<file path="src/rtl/alu_pkg.sv">
// Shared opcodes, FSM encoding and opcode helpers for the sequential ALU.
// Optional divider is enabled by defining ALU_SEQ_DIV_EN.
package alu_pkg;

  localparam logic [5:0] OP_AND = 6'b000000;
  localparam logic [5:0] OP_OR  = 6'b000001;
  localparam logic [5:0] OP_ADD = 6'b000010;
  localparam logic [5:0] OP_XOR = 6'b000011;
  localparam logic [5:0] OP_SUB = 6'b000110;
  localparam logic [5:0] OP_SLT = 6'b000111;
  localparam logic [5:0] OP_DIV = 6'b001110;
  localparam logic [5:0] OP_MUL = 6'b001111;

  typedef enum logic [1:0] {
    IDLE = 2'd0,
    ITER = 2'd1,
    FIN  = 2'd2
  } alu_state_e;

  // Opcodes that run through the iterative datapath instead of the one-cycle path.
  function automatic logic is_multi(input logic [5:0] op);
`ifdef ALU_SEQ_DIV_EN
    return (op == OP_MUL) || (op == OP_DIV);
`else
    return (op == OP_MUL);
`endif
  endfunction

endpackage

</file>
<file path="src/rtl/alu_seq_iter.sv">
// Iterative shift/accumulate datapath: shift-add multiply and, with
// ALU_SEQ_DIV_EN, restoring divide. Runs WIDTH steps after start_i.
module alu_seq_iter #(
  parameter int WIDTH = 16
) (
  input  logic               clk,
  input  logic               rst,
  input  logic               start_i,
`ifdef ALU_SEQ_DIV_EN
  input  logic               div_i,
`endif
  input  logic [WIDTH-1:0]   a_i,
  input  logic [WIDTH-1:0]   b_i,
  output logic               done_o,
  output logic [2*WIDTH-1:0] acc_o
);
  localparam int CNT_W = $clog2(WIDTH) + 1;

  logic [CNT_W-1:0]   cnt_q, cnt_d;
  logic               busy_q, busy_d;
  logic [2*WIDTH-1:0] acc_q, acc_d;
  logic [WIDTH-1:0]   opd_q, opd_d;
  logic [WIDTH:0]     mul_sum;
  logic [2*WIDTH-1:0] step;
`ifdef ALU_SEQ_DIV_EN
  logic               div_q, div_d;
  logic [WIDTH:0]     div_shift;
  logic [WIDTH+1:0]   div_diff;
  logic               div_fits;
`endif

  // MUL: acc = {partial, multiplier}; add multiplicand to the top half, shift right.
  always_comb begin
    mul_sum = {1'b0, acc_q[2*WIDTH-1:WIDTH]} + (acc_q[0] ? {1'b0, opd_q} : '0);
    step    = {mul_sum, acc_q[WIDTH-1:1]};
`ifdef ALU_SEQ_DIV_EN
    // DIV: acc = {remainder, dividend/quotient}; shift left, trial subtract.
    div_shift = {acc_q[2*WIDTH-1:WIDTH], acc_q[WIDTH-1]};
    div_diff  = {1'b0, div_shift} - {2'b00, opd_q};
    div_fits  = !div_diff[WIDTH+1];
    if (div_q) begin
      step = {(div_fits ? div_diff[WIDTH-1:0] : div_shift[WIDTH-1:0]),
              acc_q[WIDTH-2:0], div_fits};
    end
`endif
  end

  always_comb begin
    cnt_d  = cnt_q;
    busy_d = busy_q;
    acc_d  = acc_q;
    opd_d  = opd_q;
`ifdef ALU_SEQ_DIV_EN
    div_d  = div_q;
`endif
    if (start_i) begin
      busy_d = 1'b1;
      cnt_d  = CNT_W'(WIDTH - 1);
      acc_d  = {{WIDTH{1'b0}}, b_i};
      opd_d  = a_i;
`ifdef ALU_SEQ_DIV_EN
      div_d  = div_i;
      if (div_i) begin
        acc_d = {{WIDTH{1'b0}}, a_i};
        opd_d = b_i;
      end
`endif
    end else if (busy_q) begin
      acc_d = step;
      if (cnt_q == '0) busy_d = 1'b0;
      else             cnt_d  = cnt_q - CNT_W'(1);
    end
  end

  always_ff @(posedge clk) begin
    if (rst) begin
      cnt_q  <= '0;
      busy_q <= 1'b0;
      acc_q  <= '0;
      opd_q  <= '0;
`ifdef ALU_SEQ_DIV_EN
      div_q  <= 1'b0;
`endif
    end else begin
      cnt_q  <= cnt_d;
      busy_q <= busy_d;
      acc_q  <= acc_d;
      opd_q  <= opd_d;
`ifdef ALU_SEQ_DIV_EN
      div_q  <= div_d;
`endif
    end
  end

  assign done_o = busy_q && (cnt_q == '0);
  assign acc_o  = acc_q;

endmodule

</file>
<file path="src/rtl/alu_seq.sv">
// Multi-cycle ALU with valid/ready on both sides and registered outputs.
// Define ALU_SEQ_DIV_EN to add the unsigned restoring divider (ctrl 001110).
module alu_seq
  import alu_pkg::*;
#(
  parameter int WIDTH = 16
) (
  input  logic             clk,
  input  logic             rst,
  input  logic             in_valid,
  output logic             in_ready,
  input  logic [WIDTH-1:0] a,
  input  logic [WIDTH-1:0] b,
  input  logic [5:0]       ctrl,
  output logic             out_valid,
  input  logic             out_ready,
  output logic [WIDTH-1:0] result,
  output logic [WIDTH-1:0] result_hi,
  output logic             carry,
  output logic             zero,
  output logic             illegal,
  output alu_state_e       dbg_state
);
  // Handshake: a side transfers on any rising edge where its valid and ready are
  // both high; out_valid holds with stable outputs until out_ready is seen.
  alu_state_e         state_q, state_d;
  logic               accept, start, done, load;
  logic [2*WIDTH-1:0] acc;
  logic [WIDTH-1:0]   ld_res, ld_hi;
  logic               ld_carry, ld_ill, ld_zero;
  logic               out_valid_q;
  logic [WIDTH-1:0]   res_q, hi_q;
  logic               carry_q, zero_q, ill_q;
`ifdef ALU_SEQ_DIV_EN
  logic               is_div_q, dz_q;
`endif

  alu_seq_iter #(.WIDTH(WIDTH)) u_iter (
    .clk     (clk),
    .rst     (rst),
    .start_i (start),
`ifdef ALU_SEQ_DIV_EN
    .div_i   (ctrl == OP_DIV),
`endif
    .a_i     (a),
    .b_i     (b),
    .done_o  (done),
    .acc_o   (acc)
  );

  always_ff @(posedge clk) begin
    if (rst) state_q <= IDLE;
    else     state_q <= state_d;
  end

  always_comb begin
    state_d = state_q;
    case (state_q)
      IDLE:    if (start) state_d = ITER;
      ITER:    if (done)  state_d = FIN;
      FIN:     state_d = IDLE;
      default: state_d = IDLE;
    endcase
  end

  always_comb begin
    in_ready = (state_q == IDLE) && (!out_valid_q || out_ready);
    accept   = in_valid && in_ready;
    start    = accept && is_multi(ctrl);
    load     = (accept && !is_multi(ctrl)) || (state_q == FIN);
    ld_res   = '0;
    ld_hi    = '0;
    ld_carry = 1'b0;
    ld_ill   = 1'b0;
    if (state_q == FIN) begin
      ld_res   = acc[WIDTH-1:0];
      ld_hi    = acc[2*WIDTH-1:WIDTH];
      ld_carry = |acc[2*WIDTH-1:WIDTH];
`ifdef ALU_SEQ_DIV_EN
      if (is_div_q) ld_carry = dz_q;
`endif
    end else begin
      case (ctrl)
        OP_AND:  ld_res = a & b;
        OP_OR:   ld_res = a | b;
        OP_XOR:  ld_res = a ^ b;
        OP_ADD:  {ld_carry, ld_res} = {1'b0, a} + {1'b0, b};
        OP_SUB:  {ld_carry, ld_res} = {1'b0, a} - {1'b0, b};
        OP_SLT:  ld_res = {{(WIDTH-1){1'b0}}, ($signed(a) < $signed(b))};
        default: ld_ill = 1'b1;
      endcase
    end
    ld_zero = ~|{ld_carry, ld_hi, ld_res};
  end

`ifdef ALU_SEQ_DIV_EN
  always_ff @(posedge clk) begin
    if (rst) begin
      is_div_q <= 1'b0;
      dz_q     <= 1'b0;
    end else if (start) begin
      is_div_q <= (ctrl == OP_DIV);
      dz_q     <= (b == '0);
    end
  end
`endif

  always_ff @(posedge clk) begin
    if (rst) begin
      out_valid_q <= 1'b0;
      res_q       <= '0;
      hi_q        <= '0;
      carry_q     <= 1'b0;
      zero_q      <= 1'b1;
      ill_q       <= 1'b0;
    end else if (load) begin
      out_valid_q <= 1'b1;
      res_q       <= ld_res;
      hi_q        <= ld_hi;
      carry_q     <= ld_carry;
      zero_q      <= ld_zero;
      ill_q       <= ld_ill;
    end else if (out_valid_q && out_ready) begin
      out_valid_q <= 1'b0;
    end
  end

  assign out_valid = out_valid_q;
  assign result    = res_q;
  assign result_hi = hi_q;
  assign carry     = carry_q;
  assign zero      = zero_q;
  assign illegal   = ill_q;
  assign dbg_state = state_q;

endmodule

</file>
<file path="config.mk">
export PLATFORM = sky130hd
export DESIGN_NAME = alu_seq
export DESIGN_NICKNAME = d
export VERILOG_FILES = /design/src/rtl/alu_pkg.sv /design/src/rtl/alu_seq_iter.sv /design/src/rtl/alu_seq.sv
export SDC_FILE = /design/constraint.sdc
export NUM_CORES = 1
export LEC_CHECK = 0
export BUFFER_PORTS_ARGS = -buffer_cell sky130_fd_sc_hd__buf_4
export CORE_MARGIN = 1.5
export CORE_UTILIZATION = 50
export CTS_CLUSTER_SIZE = 30
export DETAILED_ROUTE_END_ITERATION = 6
export PLACE_DENSITY = 0.7
export SLEW_MARGIN = 40
export SYNTH_ARGS = -nofsm -noshare
export SYNTH_HDL_FRONTEND = slang
export SYNTH_SLANG_ARGS = --single-unit
export TNS_END_PERCENT = 100
</file>
<file path="constraint.sdc">
create_clock -name clk -period 6 [get_ports clk]
set_input_delay 0.6 -clock clk [delete_from_list [all_inputs] [get_ports clk]]
set_output_delay 0.6 -clock clk [all_outputs]
set_load 0.05 [all_outputs]
</file>
== Word-level counts from Yosys, hierarchy flattened ==
Index checks and enable logic that the tools add are counted.
Storage, ports and cells
  bits in registers: 92
  input bits: 42
  logic and storage cells: 77
Cells by class
  add/subtract/negate cells: 4
  bitwise operators: 4
  reduce and logical (&&, ||, !) cells: 23
  multiplexer cells: 21
  eq/ne operators: 11
  $lt $le $gt $ge: 1
Operator list (count)
  one-hot mux 16 bit (6 select lines): 1
  two-way mux 16 bit: 5
  adder 16 x 16 -> 17 bit: 2
  OR reduction 33 bit: 1
  subtractor 16 x 16 -> 17 bit: 1
  AND 16 bit: 1
  < comparator 16 bit: 1
  bitwise OR 16 bit: 1
  OR reduction 16 bit: 1
  XOR 16 bit: 1
  == test 6 x 2 -> 1 bit, second input constant: 2
  == test 6 x 3 -> 1 bit, second input constant: 2
  two-way mux 4 bit: 3
  two-way mux 1 bit: 8
  == test 6 x 1 -> 1 bit, second input constant: 1
  == test 6 x 4 -> 1 bit, second input constant: 1
  logical AND 1 bit: 6
  logical NOT 6 bit: 1
  != test 2 bit, second input constant: 3
  AND reduction 2 bit: 3
  OR reduction 6 bit: 1
  logical NOT 5 bit: 1
  subtractor 5 x 1 -> 5 bit, second input constant: 1
  two-way mux 2 bit: 2
  other kinds (10): 14

== Logic depth before layout (Yosys ltp) ==
  depth after elaboration: 7
  mapped depth: 15
  mapped depth without buffers: 14

== By module ==
Synthesis repeated with hierarchy kept, for this count alone.
Unflattened totals
  cell total of the unflattened synthesis: 946
  area, all modules: 7320.8 sq um
Modules (own cells, without submodules)
  alu_seq: area an instance 4330.4 sq um, sequential area each 760.7 sq um, cells each 593, instances 1
  alu_seq_iter: area an instance 2990.4 sq um, sequential area each 1081.0 sq um, cells each 353, instances 1

== Least setup slack after synthesis ==
Ideal clock, no wire load.
  kind: register to register
  from: reg out_valid_q, in the netlist out_valid
  to: reg zero_q, in the netlist zero
  arrival: 3.276 ns
  clock period less this slack: 3.360 ns
  stages on the path, launching flop included: 11
  path slack: 2.640 ns
  setup time: 0.084 ns
  required time: 5.916 ns
  cells stage by stage: dfxtp_1 nor2b_1 nor3_1 and3_1 a31oi_1 nor3_1 and4b_1 nand4b_1 nor4b_2 nand4_1 o31ai_2
On the way
  longest elaborated chain between the ends: 6
RTL lines
  from (decl): RTL line alu_seq.sv:31  | logic out_valid_q;
  from (signal assigned): RTL line alu_seq.sv:110  | out_valid_q <= 1'b0;
  from (signal assigned): RTL line alu_seq.sv:117  | out_valid_q <= 1'b1;
  from (signal assigned): RTL line alu_seq.sv:124  | out_valid_q <= 1'b0;
  logical NOT 1 bit: RTL line alu_seq.sv:67  | in_ready = (state_q == IDLE) && (!out_valid_q || out_ready);
  logical OR 1 bit: RTL line alu_seq.sv:67
  logical AND 1 bit: RTL line alu_seq.sv:67
  via in_ready: RTL line alu_seq.sv:11  | output logic in_ready,
  logical AND 1 bit: RTL line alu_seq.sv:68  | accept = in_valid && in_ready;
  logical AND 1 bit: RTL line alu_seq.sv:70  | load = (accept && !is_multi(ctrl)) || (state_q == FIN);
  logical OR 1 bit: RTL line alu_seq.sv:70
  to (signal assigned): RTL line alu_seq.sv:121  | zero_q <= ld_zero;
  to (decl): RTL line alu_seq.sv:33  | logic carry_q, zero_q, ill_q;
The timed path passes the listed nets, and every way through them passes these cells.
A chain may end at the register's enable or synchronous reset.

== Worst setup path in the final report ==
  from: in a[4]
  to: reg res_q[15], in the netlist result[15]
On the way
  longest elaborated chain between the ends: 3
  elaborated cells between the ends (all ways): 4
RTL lines
  from (decl): RTL line alu_seq.sv:12  | input logic [WIDTH-1:0] a,
  subtractor 16 x 16 -> 17 bit / adder 16 x 16 -> 17 bit (equally long branches): RTL line alu_seq.sv:88, alu_seq.sv:87
  one-hot mux 16 bit (6 select lines) (*): RTL line alu_seq.sv:83  | case (ctrl)
  two-way mux 16 bit (*): RTL line alu_seq.sv:75  | if (state_q == FIN) begin
  to (signal assigned): RTL line alu_seq.sv:118  | res_q <= ld_res;
  to (decl): RTL line alu_seq.sv:32  | logic [WIDTH-1:0] res_q, hi_q;
Mark *: on every way between the ends. The rest lies on a longest branch, timed or not.

==> flow_summary.toml <==
[outcome]
status = "finished clean"

[sta]
post_route_clock_skew_ns = 0.00877
rsz_0062_raised_after_global_routing = "no"
postLayoutSetupSlackWorst_ns = 2.32
min_period_ns = 3.68
max_clock_freq_mhz = 271
timing_worst_slew_pin_value_ns = 0.822
slew_violations = 0
slew_headroom = 0.445
post-route-period-util = 0.614
timing.final.setup_violations = 0
final-hold-violation-count = 0
finalSetupTns_ns = 0

[routing]
detailedRoute.firstIterationViolations = 621
drt_pre_antenna_iters = 6
drc_violations_left = 0
drt-total-wl_mm = 21.5
route.detailed.wl_per_inst_um = 18.3
via_count = 7172
vias_per_cell = 6.11
antenna_violating_nets_post_route = 0

[synthesis]
synthDistinctLibCells = 84
yosys.area.top_type_share = 0.255
syn-num-nets = 1059
number_of_synthesized_register_bits = 92
syn-instance-count = 947
post-synth-top-area-cell = "dfxtp_1"
synth_edf_count = 0
synth_top_cells_by_area = "dfxtp_1 (25%), ha_1 (12%), a21oi_1 (6.5%)"
synthesis.yosys.warnings = 0
synth_area_per_cell_um2 = 7.64
synth_async_sr_flop_share = 0
synth.yosys.seq_area_share = 0.255
ys.flop_type = "dfxtp_1"
mappedNetlistArea_um2 = 7230

[worst_setup_path]
cp-start-kind = "input port"
crit_path_cell_trace = "buf_4, inv_1, ha_1, o211ai_2, nor3_1, o31ai_1, a21oi_1, a2111oi_0, or3_1, mux2_4, a21oi_2, nand2_1, a21oi_1"
endpoint_kind = "flip-flop"
required_ns = 6.28
critical_path_most_common_cell = "a21oi_1"
crit_path_max_incr_delay_ns = 0.68
timing.critical_path.slowest_stage_cell = "a2111oi_0"
worst-endpoint-arrival_ns = 3.97
crit_buf_inv = 2
timing.setup.critical_path_class = "input port to flip-flop"
worst-path-max-fanout = 13
worst_path_dominant_cell_family = "compound AO/OA/AOI/OAI gates"

[layout]
fillerInstances = 1338
area_delta_synth_final_pct = 13.4
post_layout_nonfiller_instances = 1173
register_area_um2 = 1840
antenna_cells_inserted = 0
share_of_layout_cells_above_drive_strength_1 = 0.133
multi_input_area_um2 = 4950
num-nets-final = 1100
postLayoutCoreUtil = 0.586
finalInstanceArea_um2 = 8200

[grt]
number_of_global_route_vias_before_repair = 6669
maximum_number_of_pins_on_one_net_before_global_route_repair = 77
top_usage_layer = "met2"
grtUsageMet3 = 0.0480
overall_fraction_of_global_route_tracks_in_use = 0.293
grt_overflow = 0
antenna_found_initial = 0
grt_first_pass_wirelength_mm = 34.4
grt.met1_usage = 0.380
grt.met2_usage = 0.483

[floorplan]
ios = 81
fp.dieW_um = 123
placement_rows = 43
area_inside_the_core_boundary_um2 = 14000
die_area_um2 = 15200
die_height_um = 123
floorplan.initialDensity = 0.517

[clock_network]
cts_tree = "built"
clock_insertion_delay_worst_skew_ns = 0.36
cts_inserted_buffers = 9
cts.root.buffer_cell = "clkbuf_16"
post_cts_buffers = 0
clock_tree.buffer_depth = 2
cts-hold-fix-buffers = 0
clkTransAtPathRegs_ns = 0.07
cts_sinks = 92
clock_tree.htree_level_count = 3
post_cts.resized_instances = 0

[hold_path]
hp-class = "flip-flop to flip-flop"

[run]
max-cap-violations = 0

[placement]
hpwl_mm = 15.8
place.gp.congestion = 0.998
portBuffers = 80
numPlacedInstances = 1157
pre_cts_slack_ns = 2.11
dpl_cell_area_um2 = 7890

[power_and_ir_drop]
leak_nw = 3.35
vdd_ir_drop_max_mv = 0.134
power.density_cell_area_nw_per_um2 = 191
## cell type report
class	count	share of cell area
clock buffer	9	0.0275
clock inverter	7	0.00977
timing repair buffer	87	0.0797
tap	180	0.0275
multi-input combinational	740	0.604
inverter	58	0.0266
sequential	92	0.225
## logic make-up (layout without fill, tap and decap cells)
group | after synthesis | in the layout | share of synthesized area
adder cells (fa/ha/maj) | 70 | 70 | 0.124
AND/OR/NAND/NOR | 349 | 349 | 0.234
buffers and inverters | 115 | 161 | 0.0625
XOR/XNOR | 19 | 19 | 0.0230
flip-flops | 92 | 92 | 0.255
AO/OA/AOI/OAI | 266 | 266 | 0.251
multiplexers | 36 | 36 | 0.0505
## report_power, final
part           leakage [nW]  internal, mW  switching, mW
Clock                 0.149         0.330          0.272
Sequential            0.744         0.619        0.00649
Combinational          2.46         0.119          0.220
## path summary, 6_finish.rpt
kind,start,endpoint,slack (ns),cells after the start
setup / recovery,a[4],result[15],2.32,13
hold / removal,u_iter.opd_q[15],u_iter.opd_q[15],0.45,2
setup reg to reg,u_iter.acc_o[0],u_iter.acc_o[29],2.59,14
hold reg to reg,u_iter.opd_q[15],u_iter.opd_q[15],0.45,2
## metrics by stage
stage          total power, mW  hold WS [ns]
2_1_floorplan            0.865         0.418
3_3_place_gp             0.971         0.431
3_5_place_dp             0.969         0.443
4_1_cts                   1.57         0.452
5_1_grt                   1.63         0.472
6_report                  1.57         0.451
## synth_stat cells (5+ instances only)
| cell type | number |
|---|---|
| a211o_1 | 6 |
| a211oi_1 | 31 |
| a21o_1 | 10 |
| a21oi_1 | 94 |
| a31oi_1 | 12 |
| and2_1 | 18 |
| and3_1 | 5 |
| buf_2 | 13 |
| clkbuf_1 | 40 |
| dfxtp_1 | 92 |
| ha_1 | 67 |
| inv_1 | 58 |
| mux2i_1 | 35 |
| nand2_1 | 93 |
| nand2b_1 | 22 |
| nand3_1 | 32 |
| nand4_1 | 6 |
| nor2_1 | 96 |
| nor2b_1 | 13 |
| nor3_1 | 22 |
| nor4_1 | 13 |
| o2111ai_1 | 8 |
| o211ai_1 | 6 |
| o21ai_0 | 33 |
| or3_1 | 6 |
| xnor2_1 | 15 |
## worst register-to-register path, delay by kind of cell (launching register included)
kind	cells	cell delay [ns]
AND/OR/NAND/NOR	3	0.39
multiplexers	1	0.13
buffers and inverters	1	0.07
AO/OA/AOI/OAI	6	1.31
adder cells (fa/ha/maj)	2	0.61
flip-flops	1	0.63
XOR/XNOR	1	0.15
## sequential cells by signal (all words and copies together) (netlist names)
signal and flops:
result_hi 16, u_iter.opd_q 16, zero 1, illegal 1
u_iter.busy_q 1, carry 1, u_iter.cnt_q 5, u_iter.acc_o 32
dbg_state 2, out_valid 1, result 16
## cell usage in the layout, fill, tap and decap left out, types with 5 or more instances in the layout
master      n
inv_1      58
ha_1       67
o211ai_1    6
a21oi_1    94
buf_4      87
xnor2_1    15
nand2b_1   22
and3_1      5
a31oi_1    12
dfxtp_1    91
and2_1     18
a21o_1     10
a211o_1     6
nor3_1     22
nand2_1    92
nand3_1    31
nor2_1     96
or3_1       6
mux2i_1    35
nor2b_1    12
o21ai_0    33
a211oi_1   31
clkbuf_16   9
nor4_1     12
o2111ai_1   8
nand4_1     6
## metal layers
| metal | up-vias | wire, µm | share of wire |
|---|---|---|---|
| li1 | 3469 | - | - |
| met1 | 3348 | 9260 | 0.43 |
| met5 | - | 0 | 0 |
| met3 | 56 | 1380 | 0.064 |
| met2 | 299 | 10100 | 0.47 |
| met4 | 0 | 703 | 0.033 |
Note: power is estimated with default switching activity, not from simulation.
